<file path="src/rtl/sha_msg_sched_if.sv">
// Block-in / schedule-word-out bundle for sha_msg_sched.
// When SCHED_XSUM_EN is defined the bundle also carries the running word sum xsum.
interface sha_msg_sched_if;
    logic         start;
    logic [511:0] block;
    logic         en;
    logic         ready;
    logic         w_valid;
    logic [31:0]  w_out;
    logic [5:0]   w_idx;
    logic         done;
`ifdef SCHED_XSUM_EN
    logic [31:0]  xsum;

    modport master (output start, block, en,
                    input  ready, w_valid, w_out, w_idx, done, xsum);
    modport slave  (input  start, block, en,
                    output ready, w_valid, w_out, w_idx, done, xsum);
`else
    modport master (output start, block, en,
                    input  ready, w_valid, w_out, w_idx, done);
    modport slave  (input  start, block, en,
                    output ready, w_valid, w_out, w_idx, done);
`endif
endinterface

</file>
<file path="src/rtl/sha_msg_sched.sv">
// SHA-256 message schedule expander: 16-word sliding window, one W[t] per advance.
// Optional SCHED_XSUM_EN adds xsum, a running mod-2^32 sum of consumed words.
module sha_msg_sched #(
    parameter int unsigned ROUNDS = 64
) (
    input  logic             clk,
    input  logic             rst,
    sha_msg_sched_if.slave   bus
);
    localparam int unsigned WORD_W = 32;
    localparam int unsigned WIN_N  = 16;
    localparam int unsigned IDX_W  = 6;
    localparam logic [IDX_W-1:0] IDX_LAST = IDX_W'(ROUNDS - 1);

    typedef enum logic [1:0] {IDLE, RUN, DONE} state_t;

    state_t            state, state_nxt;
    logic [WORD_W-1:0] win     [WIN_N];
    logic [WORD_W-1:0] win_nxt [WIN_N];
    logic [IDX_W-1:0]  idx, idx_nxt;
    logic              ready_q, valid_q, done_q;
    logic [WORD_W-1:0] new_word_c;
`ifdef SCHED_XSUM_EN
    logic [WORD_W-1:0] xsum_q, xsum_nxt;
`endif

    function automatic logic [WORD_W-1:0] sig0(input logic [WORD_W-1:0] x);
        return {x[6:0], x[31:7]} ^ {x[17:0], x[31:18]} ^ (x >> 3);
    endfunction

    function automatic logic [WORD_W-1:0] sig1(input logic [WORD_W-1:0] x);
        return {x[16:0], x[31:17]} ^ {x[18:0], x[31:19]} ^ (x >> 10);
    endfunction

    // W[t+16] from the window holding W[t..t+15]
    assign new_word_c = sig1(win[14]) + win[9] + sig0(win[1]) + win[0];

    always_comb begin
        state_nxt = state;
        idx_nxt   = idx;
        for (int i = 0; i < WIN_N; i++) win_nxt[i] = win[i];
`ifdef SCHED_XSUM_EN
        xsum_nxt  = xsum_q;
`endif
        case (state)
            IDLE: begin
                if (bus.start) begin
                    for (int i = 0; i < WIN_N; i++)
                        win_nxt[i] = bus.block[(WIN_N-1-i)*WORD_W +: WORD_W];
                    idx_nxt   = '0;
                    state_nxt = RUN;
`ifdef SCHED_XSUM_EN
                    xsum_nxt  = '0;
`endif
                end
            end
            RUN: begin
                if (bus.en) begin
`ifdef SCHED_XSUM_EN
                    xsum_nxt = xsum_q + win[0];
`endif
                    if (idx == IDX_LAST) begin
                        state_nxt = DONE;
                    end else begin
                        for (int i = 0; i < WIN_N-1; i++) win_nxt[i] = win[i+1];
                        win_nxt[WIN_N-1] = new_word_c;
                        idx_nxt          = idx + IDX_W'(1);
                    end
                end
            end
            DONE:    state_nxt = IDLE;
            default: state_nxt = IDLE;
        endcase
    end

    // Status flags are registered from the next state so they line up with it
    always_ff @(posedge clk) begin
        if (rst) begin
            state   <= IDLE;
            idx     <= '0;
            for (int i = 0; i < WIN_N; i++) win[i] <= '0;
            ready_q <= 1'b1;
            valid_q <= 1'b0;
            done_q  <= 1'b0;
`ifdef SCHED_XSUM_EN
            xsum_q  <= '0;
`endif
        end else begin
            state   <= state_nxt;
            idx     <= idx_nxt;
            for (int i = 0; i < WIN_N; i++) win[i] <= win_nxt[i];
            ready_q <= (state_nxt == IDLE);
            valid_q <= (state_nxt == RUN);
            done_q  <= (state_nxt == DONE);
`ifdef SCHED_XSUM_EN
            xsum_q  <= xsum_nxt;
`endif
        end
    end

    assign bus.ready   = ready_q;
    assign bus.w_valid = valid_q;
    assign bus.w_out   = win[0];
    assign bus.w_idx   = idx;
    assign bus.done    = done_q;
`ifdef SCHED_XSUM_EN
    assign bus.xsum    = xsum_q;
`endif

endmodule

</file>
<file path="src/flat_wrapper.sv">
// flat-port wrapper written by rule: the top's interface ports become plain ports
module sha_msg_sched_flat 
#(
    parameter int unsigned ROUNDS = 64
)
  (clk, rst, bus_start, bus_block, bus_en, bus_ready, bus_w_valid, bus_w_out, bus_w_idx, bus_done);
  sha_msg_sched_if bus_i ();
  input  logic clk;
  input  logic rst;
  input wire logic [$bits(bus_i.start)-1:0] bus_start;
  input wire logic [$bits(bus_i.block)-1:0] bus_block;
  input wire logic [$bits(bus_i.en)-1:0] bus_en;
  output wire logic [$bits(bus_i.ready)-1:0] bus_ready;
  output wire logic [$bits(bus_i.w_valid)-1:0] bus_w_valid;
  output wire logic [$bits(bus_i.w_out)-1:0] bus_w_out;
  output wire logic [$bits(bus_i.w_idx)-1:0] bus_w_idx;
  output wire logic [$bits(bus_i.done)-1:0] bus_done;
  assign bus_i.start = bus_start;
  assign bus_i.block = bus_block;
  assign bus_i.en = bus_en;
  assign bus_ready = bus_i.ready;
  assign bus_w_valid = bus_i.w_valid;
  assign bus_w_out = bus_i.w_out;
  assign bus_w_idx = bus_i.w_idx;
  assign bus_done = bus_i.done;
  sha_msg_sched #(.ROUNDS(ROUNDS)) u_core (.clk(clk), .rst(rst), .bus(bus_i));
endmodule
</file>
<file path="config.mk">
export PLATFORM = sky130hd
export DESIGN_NAME = sha_msg_sched_flat
export DESIGN_NICKNAME = d
export VERILOG_FILES = /design/src/rtl/sha_msg_sched_if.sv /design/src/rtl/sha_msg_sched.sv /design/src/flat_wrapper.sv
export SDC_FILE = /design/constraint.sdc
export NUM_CORES = 2
export LEC_CHECK = 0
export CAP_MARGIN = 30
export CORE_UTILIZATION = 52
export DETAILED_ROUTE_END_ITERATION = 6
export MAX_ROUTING_LAYER = met4
export PLACE_DENSITY = 0.81
export SLEW_MARGIN = 20
export SYNTH_ARGS = -nofsm -noshare
export SYNTH_HDL_FRONTEND = slang
export SYNTH_SLANG_ARGS = --single-unit
</file>
<file path="constraint.sdc">
create_clock -name clk -period 4.45 [get_ports clk]
set_input_delay 0.6675 -clock clk [delete_from_list [all_inputs] [get_ports clk]]
set_output_delay 0.6675 -clock clk [all_outputs]
set_load 0.02 [all_outputs]
</file>
==> reports/results.ini <==
[run_status]
status=finished, final reports clean

[logic_synthesis]
syn-num-nets=4136
netlist_area_sq_mm=0.0270
synthTopCellsByCount=nand2_1, nor2_1, dfxtp_1, a311oi_1, clkbuf_1
synth_top_cell_by_area=dfxtp_1
synthArstFlopShare=0
synth_flop_cell=dfxtp_1
synth.most_common_cell=nand2_1
synth_edf_count=0
yosys_warnings=0
syn_avg_cell_area_sq_um=7.65
syn-instance-count=3526
synth_area_leaders=dfxtp_1, a311oi_1, nand2_1
ys_ff_latch=523
synth-seq-area-share=0.388
synth_top_area_frac=0.388
ys_types=54

[critical_path]
end_kind=flop
worstPathArrival_ps=4710
critPathMostFrequentCell=fa_1
r2r_slack_ps=180
rr_startpoint=u_core.win[7][18]
cp_slowest_cell=fa_1
cp_cell_sequence=xnor2_1 > xnor2_1 > fa_1 > fa_1 > ha_1 > fa_1 > a21oi_2 > o21a_1 > o211ai_1 > a21oi_2 > o21ai_0 > o41a_1 > o21ai_0 > a31oi_1
crit_family=adder cells
worstPathMaxFanout=3
r2r_end=u_core.win[7][55]
cp_slowest_stage_delay_ps=510
critPathKind=reg -> reg
reg2regPathDepth=14
worstPathRequired_ps=4890
critPathLaunchType=flop
cp_num_buf_inv=0

[sta]
tns_ps=0
fin_crit_sh=0.960
hold_viol=0
clock-skew-final_ps=14.9
setup_viol=0
maxSlewHeadroom=0.368
fmax_mhz=234
worst_pin_slew_ps=949
slew_viol_final=0
min_period_ps=4270

[power_and_ir_drop]
swShare=0.389
comb_power_share=0.404
power_frac_seq=0.327
power_leakage_nw=13.4
power_mw=17.1
netSwitchingPower_mw=6.66
p_per_area_mw_per_mm2=496
ir_drop_mv=0.373
intPower_mw=10.4
clockPowerShare=0.269

[placed_design]
io_buffers=556
dpl-instance-area_sq_mm=0.0326
gp_congestion=1.01
placed_cells=4468
dp_hpwl_um=79000

[floorplan]
die_h_um=230
die_x_um=230
core_sq_mm=0.0513
io_pins=557
row_count=83
start_util=0.526
die-area_sq_mm=0.0528

[routing]
detail-route-antenna-nets=0
detail_route.wirelength_um=104000
viasPerCell=5.89
drc=0
via_count=26985
wire_per_inst_um=22.7
drt_pass1_iterations=6
initialDrtViolationCount=3581

[cells_and_area]
instances_no_fill=4584
fillerInstances=4354
drive_gt1_frac=0.0484
nets=4454
fin_util=0.673
areaGrowthSynthToFinish_pct=28.0
fin_area_sq_mm=0.0345

[global_route]
grt_pass1_vias=24326
antenna_found_initial=20
grtUsageTotal=0.394
grt_first_pass_wirelength_um=153000
grt_max_degree=155
grt-ovfl-total=0

[worst_hold_path]
hold_depth=2
hold_end=u_core.win[7][35]
worstHoldStart=u_core.win[7][35]
min_path_type=reg -> reg

[cts]
cts_tree=yes
hold_buffers=0
clkTransAtPathRegs_ps=60
htree_levels=2
clk_path_buf_depth=3
cts_inserted_buffers=54
cts-root-buf=clkbuf_16
worstSkewPairLatency_ps=610
cts.sinks=523

[run]
cap_violations=0

==> metal layers <==
metal / track usage / wire, um / vias up
met5: - / 0 / -
met4: 0.148 / 4050 / 0
met3: 0.0499 / 9410 / 202
met2: 0.594 / 47200 / 1366
met1: 0.539 / 43500 / 12800
li1: - / - / 12617
==> final cells by class <==
cell class	instances	area [sq um]	share of cell area
Sequential cell	523	10500	0.303
Clock inverter	13	148	0.00428
Timing Repair Buffer	637	6420	0.186
Tap cell	680	851	0.0246
Inverter	129	484	0.0140
Multi-Input combinational cell	2499	14500	0.419
Clock buffer	83	1630	0.0473
Antenna cell	20	50.0	0.00145
==> tightest hold or removal path, cell delays in order (launching register included) <==
cell and delay (ps):
dfxtp_1 310, nand2_1 50, a21oi_1 50
==> flip-flops by register name, indices dropped and copies added, names as in the netlist <==
name,flops
u_core.bus.done,1
u_core.bus.ready,1
u_core.bus.w_idx,6
u_core.bus.w_valid,1
u_core.state,2
u_core.win,512
==> how the worst max path moves through the flow <==
| stage | start | cells after the start | endpoint |
|---|---|---|---|
| finish | u_core.win[7][18] | 14 | u_core.win[7][55] |
| global route | u_core.win[7][18] | 14 | u_core.win[7][55] |
| CTS | u_core.win[7][20] | 14 | u_core.win[7][55] |
| detailed placement | u_core.win[7][20] | 14 | u_core.win[7][55] |
| global placement | u_core.win[7][19] | 15 | u_core.win[7][62] |
| floorplan | u_core.win[0][58] | 16 | u_core.win[7][62] |
==> stage by stage <==
stage	hold WS (ps)	worst slack, ps
after floorplan	432	537
after global placement	443	183
after detailed placement	453	146
after CTS	460	123
after global routing	481	-9.23
final	460	180
==> power by group through the flow <==
| stage | sequential [mW] | combinational [mW] | clock (mW) |
|---|---|---|---|
| 2_1_floorplan | 5.46 | 4.37 | 0 |
| 3_3_place_gp | 5.66 | 6.74 | 0 |
| 3_5_place_dp | 5.67 | 6.69 | 0 |
| 4_1_cts | 5.57 | 6.73 | 4.62 |
| 5_1_grt | 5.63 | 7.45 | 4.79 |
| 6_report | 5.59 | 6.92 | 4.60 |
==> kinds of logic (layout without fill, tap and decap cells) <==
logic type	Yosys count	after routing	share of synthesized area
AOI/OAI and AO/OA	628	628	0.192
other	0	20	0
DFF	523	523	0.388
adders and majority gates	94	94	0.0609
buffers and inverters	504	862	0.0786
and+or+nand+nor	1628	1628	0.232
xor gates and xnor gates	147	147	0.0477
muxes	2	2	0.000742
==> what timing repair did <==
| action | CTS | global route |
|---|---|---|
| setup buffers | 0 | 0 |
| setup endpoints to repair | 0 | 8 |
| gates resized for setup | 0 | 14 |
| endpoints found under the hold margin | 0 | 0 |
==> cells in the final DEF, fill, tap and decap left out, types with 4 or more instances in the layout <==
| cell | count |
|---|---|
| a211oi_1 | 7 |
| a21o_1 | 12 |
| a21oi_1 | 40 |
| a21oi_2 | 5 |
| a221oi_1 | 8 |
| a311oi_1 | 494 |
| a31oi_1 | 9 |
| and3_1 | 5 |
| buf_12 | 19 |
| buf_4 | 62 |
| clkbuf_1 | 13 |
| clkbuf_16 | 55 |
| clkbuf_8 | 15 |
| clkdlybuf4s50_1 | 555 |
| clkinv_2 | 5 |
| dfxtp_1 | 520 |
| diode_2 | 20 |
| fa_1 | 62 |
| ha_1 | 32 |
| inv_1 | 129 |
| nand2_1 | 1032 |
| nand2b_1 | 4 |
| nand3_1 | 11 |
| nand4_1 | 8 |
| nor2_1 | 537 |
| nor3_1 | 7 |
| nor4_1 | 4 |
| o211ai_1 | 6 |
| o21a_1 | 5 |
| o21ai_0 | 26 |
| o31ai_1 | 4 |
| xnor2_1 | 121 |
| xnor2_2 | 4 |
| xor2_1 | 22 |
Power figures use the tool's default switching activity.
